[config.mk]
export PLATFORM = sky130hd
export DESIGN_NAME = palette_arbiter
export DESIGN_NICKNAME = d
export VERILOG_FILES = /design/src/rtl/palette_arbiter_pkg.sv /design/src/rtl/palette_arbiter.sv
export SDC_FILE = /design/constraint.sdc
export NUM_CORES = 1
export LEC_CHECK = 0
export CORE_AREA = 3 3 68 83
export CTS_CLUSTER_SIZE = 16
export DETAILED_ROUTE_END_ITERATION = 7
export DIE_AREA = 0 0 71 86
export DONT_BUFFER_PORTS = 1
export GPL_TIMING_DRIVEN = 1
export PLACE_DENSITY = 0.69
export SLEW_MARGIN = 40
export SYNTH_ARGS = -nofsm -noshare
export SYNTH_HDL_FRONTEND = slang
export SYNTH_SLANG_ARGS = --single-unit
[constraint.sdc]
create_clock -name clk -period 2 [get_ports clk]
set_input_delay 0.5 -clock clk [delete_from_list [all_inputs] [get_ports clk]]
set_output_delay 0.5 -clock clk [all_outputs]
set_load 0.03 [all_outputs]
[src/rtl/palette_arbiter_pkg.sv]
// -----------------------------------------------------------------------------
// palette_arbiter_pkg
//   Shared definitions for the palette ROM arbiters: default parameter values
//   and the width function for the CPU starvation counter.
//   No ports (package).
// -----------------------------------------------------------------------------
package palette_arbiter_pkg;

   localparam int ADDR_SIZE_DEF    = 16;
   localparam int WORD_SIZE_DEF    = 20;
   localparam int STARVE_LIMIT_DEF = 15;

   // Counter must be able to hold the value STARVE_LIMIT itself.
   function automatic int starve_width(input int limit);
      return $clog2(limit + 1);
   endfunction

endpackage

[src/rtl/palette_arbiter.sv]
// -----------------------------------------------------------------------------
// palette_arbiter
//   Shares one asynchronous palette ROM between the video scan-out pipeline
//   (priority, one lookup per cycle) and a CPU readback port (one outstanding
//   lookup, with a starvation guard that forces a CPU slot after STARVE_LIMIT
//   consecutive denials). The ROM address is driven combinationally; both
//   requesters get registered data one cycle after their grant.
//
//   Ports:
//     clk, reset_n              clock, synchronous active-low reset
//     vid_req_i, vid_addr_i     video lookup request/address
//     vid_ready_o               video granted this cycle (combinational)
//     vid_valid_o, vid_data_o   registered video result
//     cpu_req_i, cpu_addr_i     one-cycle CPU strobe, address captured on it
//     cpu_busy_o                CPU request pending (strobes ignored)
//     cpu_ack_o, cpu_data_o     one-cycle ack pulse, data held until next ack
//     rom_addr_o, rom_value_i   ROM address out, ROM data in
// -----------------------------------------------------------------------------
module palette_arbiter
   import palette_arbiter_pkg::*;
#(
   parameter int ADDR_SIZE    = ADDR_SIZE_DEF,
   parameter int WORD_SIZE    = WORD_SIZE_DEF,
   parameter int STARVE_LIMIT = STARVE_LIMIT_DEF
) (
   input  logic                 clk,
   input  logic                 reset_n,
   input  logic                 vid_req_i,
   input  logic [ADDR_SIZE-1:0] vid_addr_i,
   output logic                 vid_ready_o,
   output logic                 vid_valid_o,
   output logic [WORD_SIZE-1:0] vid_data_o,
   input  logic                 cpu_req_i,
   input  logic [ADDR_SIZE-1:0] cpu_addr_i,
   output logic                 cpu_busy_o,
   output logic                 cpu_ack_o,
   output logic [WORD_SIZE-1:0] cpu_data_o,
   output logic [ADDR_SIZE-1:0] rom_addr_o,
   input  logic [WORD_SIZE-1:0] rom_value_i
);

   localparam int             SW         = starve_width(STARVE_LIMIT);
   localparam logic [SW-1:0]  STARVE_MAX = SW'(STARVE_LIMIT);

   logic                 pend_q,      pend_d;
   logic [ADDR_SIZE-1:0] pend_addr_q, pend_addr_d;
   logic [SW-1:0]        starve_q,    starve_d;
   logic                 vid_valid_q, vid_valid_d;
   logic [WORD_SIZE-1:0] vid_data_q,  vid_data_d;
   logic                 cpu_ack_q,   cpu_ack_d;
   logic [WORD_SIZE-1:0] cpu_data_q,  cpu_data_d;

   logic force_slot;
   logic cpu_gnt;
   logic vid_gnt;

   // Grant decision: video wins unless the CPU has waited STARVE_LIMIT cycles.
   always_comb begin
      force_slot = pend_q && (starve_q == STARVE_MAX);
      cpu_gnt    = pend_q && (!vid_req_i || force_slot);
      vid_gnt    = vid_req_i && !force_slot;
   end

   // Video address is the idle default so the ROM address is never X.
   assign rom_addr_o = cpu_gnt ? pend_addr_q : vid_addr_i;

   always_comb begin
      pend_d      = pend_q;
      pend_addr_d = pend_addr_q;
      starve_d    = starve_q;
      vid_valid_d = vid_gnt;
      vid_data_d  = vid_data_q;
      cpu_ack_d   = cpu_gnt;
      cpu_data_d  = cpu_data_q;

      // A strobe while a request is pending (including its grant cycle) is dropped.
      if (!pend_q && cpu_req_i) begin
         pend_d      = 1'b1;
         pend_addr_d = cpu_addr_i;
      end else if (cpu_gnt) begin
         pend_d = 1'b0;
      end

      if (!pend_q || cpu_gnt) begin
         starve_d = '0;
      end else if (starve_q != STARVE_MAX) begin
         starve_d = starve_q + SW'(1);
      end

      if (vid_gnt) begin
         vid_data_d = rom_value_i;
      end
      if (cpu_gnt) begin
         cpu_data_d = rom_value_i;
      end
   end

   // Result register stage: ROM data captured one edge after its grant.
   always_ff @(posedge clk) begin
      if (!reset_n) begin
         pend_q      <= 1'b0;
         pend_addr_q <= '0;
         starve_q    <= '0;
         vid_valid_q <= 1'b0;
         vid_data_q  <= '0;
         cpu_ack_q   <= 1'b0;
         cpu_data_q  <= '0;
      end else begin
         pend_q      <= pend_d;
         pend_addr_q <= pend_addr_d;
         starve_q    <= starve_d;
         vid_valid_q <= vid_valid_d;
         vid_data_q  <= vid_data_d;
         cpu_ack_q   <= cpu_ack_d;
         cpu_data_q  <= cpu_data_d;
      end
   end

   assign vid_ready_o = vid_gnt;
   assign vid_valid_o = vid_valid_q;
   assign vid_data_o  = vid_data_q;
   assign cpu_busy_o  = pend_q;
   assign cpu_ack_o   = cpu_ack_q;
   assign cpu_data_o  = cpu_data_q;

endmodule

# == Word-level counts from Yosys, hierarchy flattened ==
# Index checks and enable logic that the tools add are counted.
# totals
ff_bits,63
latch_bits,0
ramBits,0
rom_bits,0
in_bits,56
output_inout_bits,60
word_cells,25
n_memories,0
# classes
add_sub_neg,1
mul,0
div_mod_pow,0
order_cmp,0
eq_ne,2
n_shift,0
mux,3
bitwise,1
n_reduce_logical,11
# ops
operator,count
16-bit two-way mux,1
4-bit by 1-bit adder with 4-bit output (second input constant),1
4-bit == test (second input constant),1
1-bit logical AND,4
4-bit inequality test (second input constant),1
1-bit logical NOT,3
1-bit logical OR,2
1-bit two-way mux,2
2-bit nonzero test,1
2-bit OR reduction,1
1-bit NOT,1

# == Depth between registers and ports, before layout ==
# depth
ltp_word,6
depth_mapped,6
depth_no_buf,4

# == Worst setup path before layout ==
# OpenSTA, ideal clock, no wires.
# synth_timing
path_type,flip-flop to output port
startpoint,register starve_q[0]
endpoint,output rom_addr_o[10]
arrival_ns,1.463
required_ns,1.500
slack_ns,0.037
stages_incl_launch_ff,7
n_path_buf,2
path_cell_list,dfxtp_1 ha_1 nand3_2 a21boi_2 buf_6 buf_12 mux2_4
# synth_between
elab_chain_len,5
# synth_rtl
element,line,source
from (decl),palette_arbiter.sv:47,"logic [SW-1:0] starve_q, starve_d;"
from (signal assigned),palette_arbiter.sv:111,starve_q <= starve_d;
4-bit == test,palette_arbiter.sv:59,force_slot = pend_q && (starve_q == STARVE_MAX);
1-bit logical AND,palette_arbiter.sv:59,
1-bit logical OR,palette_arbiter.sv:60,cpu_gnt = pend_q && (!vid_req_i || force_slot);
1-bit logical AND,palette_arbiter.sv:60,
16-bit two-way mux,palette_arbiter.sv:65,assign rom_addr_o = cpu_gnt ? pend_addr_q : vid_addr_i;
to (decl),palette_arbiter.sv:38,"output logic [ADDR_SIZE-1:0] rom_addr_o,"
# Every way passes these cells.

# == Worst setup path in the final report ==
# layout_timing
startpoint,register starve_q[1]
endpoint,output rom_addr_o[11]
# The elaborated chain is that of the path after synthesis.

==> impl.org <==
** Status
- The flow ran to the end, but the final reports show violations.
- Violations in the final reports :: negative setup slack

** Worst setup path
- Critical setup path kind :: flip-flop to primary output
- The worst setup path is launched from a flip-flop.
- Reg2Reg Launch Point :: starve_q[1]
- Arr. time, crit path :: 1.73 ns
- Critical path origin :: starve_q[1]
- Critical path endpoint category :: primary output
- For the worst setup path, the data required time is 1.50 ns.
- In this run the worst path has a maximum fanout of 5.

** Timing
- Sum Neg Setup Slack :: -3.51 ns
- Post-route clock skew :: 0.00419 ns
- F_max :: 0.448 GHz
- Setup repair after global routing could not meet its margin everywhere.
- In this run the tightest slew margin relative to its limit is 60.1%.
- Finish-stage setup viols :: 16
- The number of pins with negative max-slew slack in the final report was 0.
- Endpoints failing hold :: 0
- Once routing completed, OpenROAD measured the worst setup slack at -0.231 ns.
- For the pin with the worst max-slew slack, the measured transition is 0.599 ns.
- After layout, the worst path uses 112% of the clock period.
- The routed design could run at a clock period as short as 2.23 ns.

** Synthesis
- In this run the biggest area consumer among cell types represents 48.4% of the synthesized area.
- Dominant register cell in the synthesized netlist :: dfxtp_1
- After technology mapping, the gate count stands at 269.
- For this run, the number of Yosys warnings is 0.
- The netlist uses 29 different library cells.
- Largest area contributor in the netlist :: dfxtp_1
- Yosys instantiated no cell more often than nand2_1.
- In the post-synthesis netlist, the biggest area contributors are dfxtp_1, mux2i_1, nand2_1.
- Most frequent cells after synthesis :: nand2_1, dfxtp_1, mux2i_1
- In this run, synthesis produced a sequential element count of 63.
- In the synthesized netlist the async set-or-reset flop fraction comes to 0%.
- Average cell area after synthesis :: 9.69 µm²
- Post-synth EDFFs :: 0
- Of the synthesized area, sequential elements account for 48.4%.
- The synthesized netlist occupies a cell area of 2610 µm².
- The number of nets handed over by synthesis was 326.

** Floorplanning
- IO Count :: 116
- Die footprint :: 6110 µm²
- Once the floorplan was initialized, standard cells occupied 53.2% of the core.
- Cell Rows :: 28
- In this run the standard cell core region covers 4900 µm².
- Die outline width :: 71 µm
- DIE HEIGHT :: 86 µm

** Global routing
- The number of antenna violations at the first check in global routing came to 0.
- Global routing usage summed across all routing layers :: 17.3%
- Global-route wire length before repair :: 8230 µm
- Entering global routing, the biggest net connects 81 pins.
- Number of global-route vias before repair :: 1,747
- Global-route congestion overflow total :: 0

** Clock network
- CTS H-tree depth :: 3
- Clock tree synthesis selected as its root buffer the cell clkbuf_8.
- In this run, CTS created clock tree buffers numbering 9.
- Clock-pin slew on the worst setup and hold paths :: 0.06 ns
- Source-to-sink clock delay at the later pin of the worst-skew pair :: 0.33 ns
- For this design, the sink count on the clock tree is 63.
- TritonCTS built the clock tree.
- Max clock buf depth :: 2
- In this run, post-CTS hold repair placed 0 buffers.

** Hold path
- Min-Delay Path Class :: primary input to flip-flop
- Start point of the worst min-delay path :: reset_n

** Detailed routing
- Summed over all layers, the routed wires come to 5240 µm.
- Dividing the detail-routed wire length by the instance count gives 15.2 µm.
- Total vias in the final route :: 1,784
- Per-cell via count in the routed design :: 5.19
- Drt drc :: 0
- Number of nets still failing antenna checks after routing :: 0
- Router iterations before antenna repair :: 5
- Iteration-0 DRC Markers :: 77

** Cells and area
- Multi-input logic area :: 1270 µm²
- In the final layout, the share of cells above drive strength 1 is 19.0%.
- Finished layout cell area :: 2990 µm²
- Layout filler cell count :: 427
- Layout overhead on the synthesized area :: 14.8%
- The repair_antennas step left the layout with diodes totalling 0.
- Sequential Area :: 1260 µm²
- Number of nets in the layout :: 337

** Placed design
- Placed cell area :: 2640 µm²
- The congestion estimate from routability-driven global placement came to 0.695.
- Quantity of I/O buffers inserted on ports :: 0
- Final HPWL DP :: 3550 µm

** Flow run
- Max Cap Viol :: 0

** Pwr
- In this run the power density over the cells is 941 nW/µm².
- VDD IR-drop max :: 606 µV
- Leak pwr :: 0.00124 µW
[final cells by class]
class / instances / area share (%)
multi-input combinational: 185 / 42.3
sequential: 63 / 42.2
timing repair buffer: 19 / 6.14
clock buffer: 12 / 5.18
tap: 60 / 2.51
clock inverter: 3 / 1.42
inverter: 2 / 0.251
[where the power goes]
group,switching (µW),internal (µW),total (µW)
clock network,444,634,1080
registers,127,1320,1450
logic,160,132,292
total,731,2090,2820
[cells by family after synthesis]
kind of cell	count (synthesis)	synth area share [%]
AO/OA/AOI/OAI	18	5.28
XOR/XNOR	1	0.336
adder cells (fa/ha/maj)	1	0.480
buffers and inverters	21	5.13
flip-flops	63	48.4
multiplexers	56	23.6
AND/OR/NAND/NOR	109	16.8
[worst max-delay path, stage by stage (launching register included)]
cell	delay, ns
dfxtp_2	0.36
ha_4	0.16
nand3_4	0.09
a21boi_4	0.17
buf_6	0.14
clkbuf_16	0.14
mux2_4	0.35
[per-stage QoR]
| step | instances | setup slack (ns) | utilization (%) | hold WS, ns | power (µW) |
|---|---|---|---|---|---|
| 5_1_grt | 344 | -0.307 | 61.0 | 0.296 | 2930 |
| 6_report | 344 | -0.231 | 61.0 | 0.285 | 2820 |
| 3_5_place_dp | 319 | -0.0383 | 53.9 | 0.451 | 1740 |
| 4_1_cts | 339 | -0.240 | 59.9 | 0.273 | 2850 |
| 3_3_place_gp | 319 | 0.0342 | 53.9 | 0.442 | 1740 |
| 2_1_floorplan | 269 | 0.0375 | - | 0.430 | 1720 |
[layout by cell type (no fill, tap or decap), types with 2 or more instances in the layout]
cell / count
a21boi_0: 15
buf_4: 15
clkbuf_8: 11
dfxtp_1: 61
dfxtp_2: 2
inv_1: 2
mux2_4: 16
mux2i_1: 40
nand2_1: 95
nand3_1: 2
nor2_1: 3
[repair_timing]
item,CTS,global route
gates resized for setup,12,4
endpoints found under the setup margin,17,16
cloned,1,1
buffers inserted,4,5
pin swaps,1,2
[layer usage]
metal / track usage [%] / wire length, µm / vias to the layer above
li1: - / - / 898
met1: 19.2 / 2050 / 789
met2: 28.1 / 2500 / 89
met3: 5.98 / 609 / 8
met4: 10.8 / 77 / 0
met5: 0 / 0 / -
[final timing paths]
kind / endpoint / slack, ns / cells past startpoint
setup / recovery: rom_addr_o[11] / -0.23 / 6
hold / removal: cpu_busy_o / 0.28 / 2
setup reg to reg: cpu_data_o[9] / 0.37 / 8
hold reg to reg: pend_addr_q[7] / 0.46 / 2
[state kept, by name (all words and copies together), names as in the netlist]
register,flops
starve_q,4
vid_valid_o,1
cpu_data_o,20
cpu_busy_o,1
pend_addr_q,16
vid_data_o,20
cpu_ack_o,1
Power figures use the tool's default switching activity.
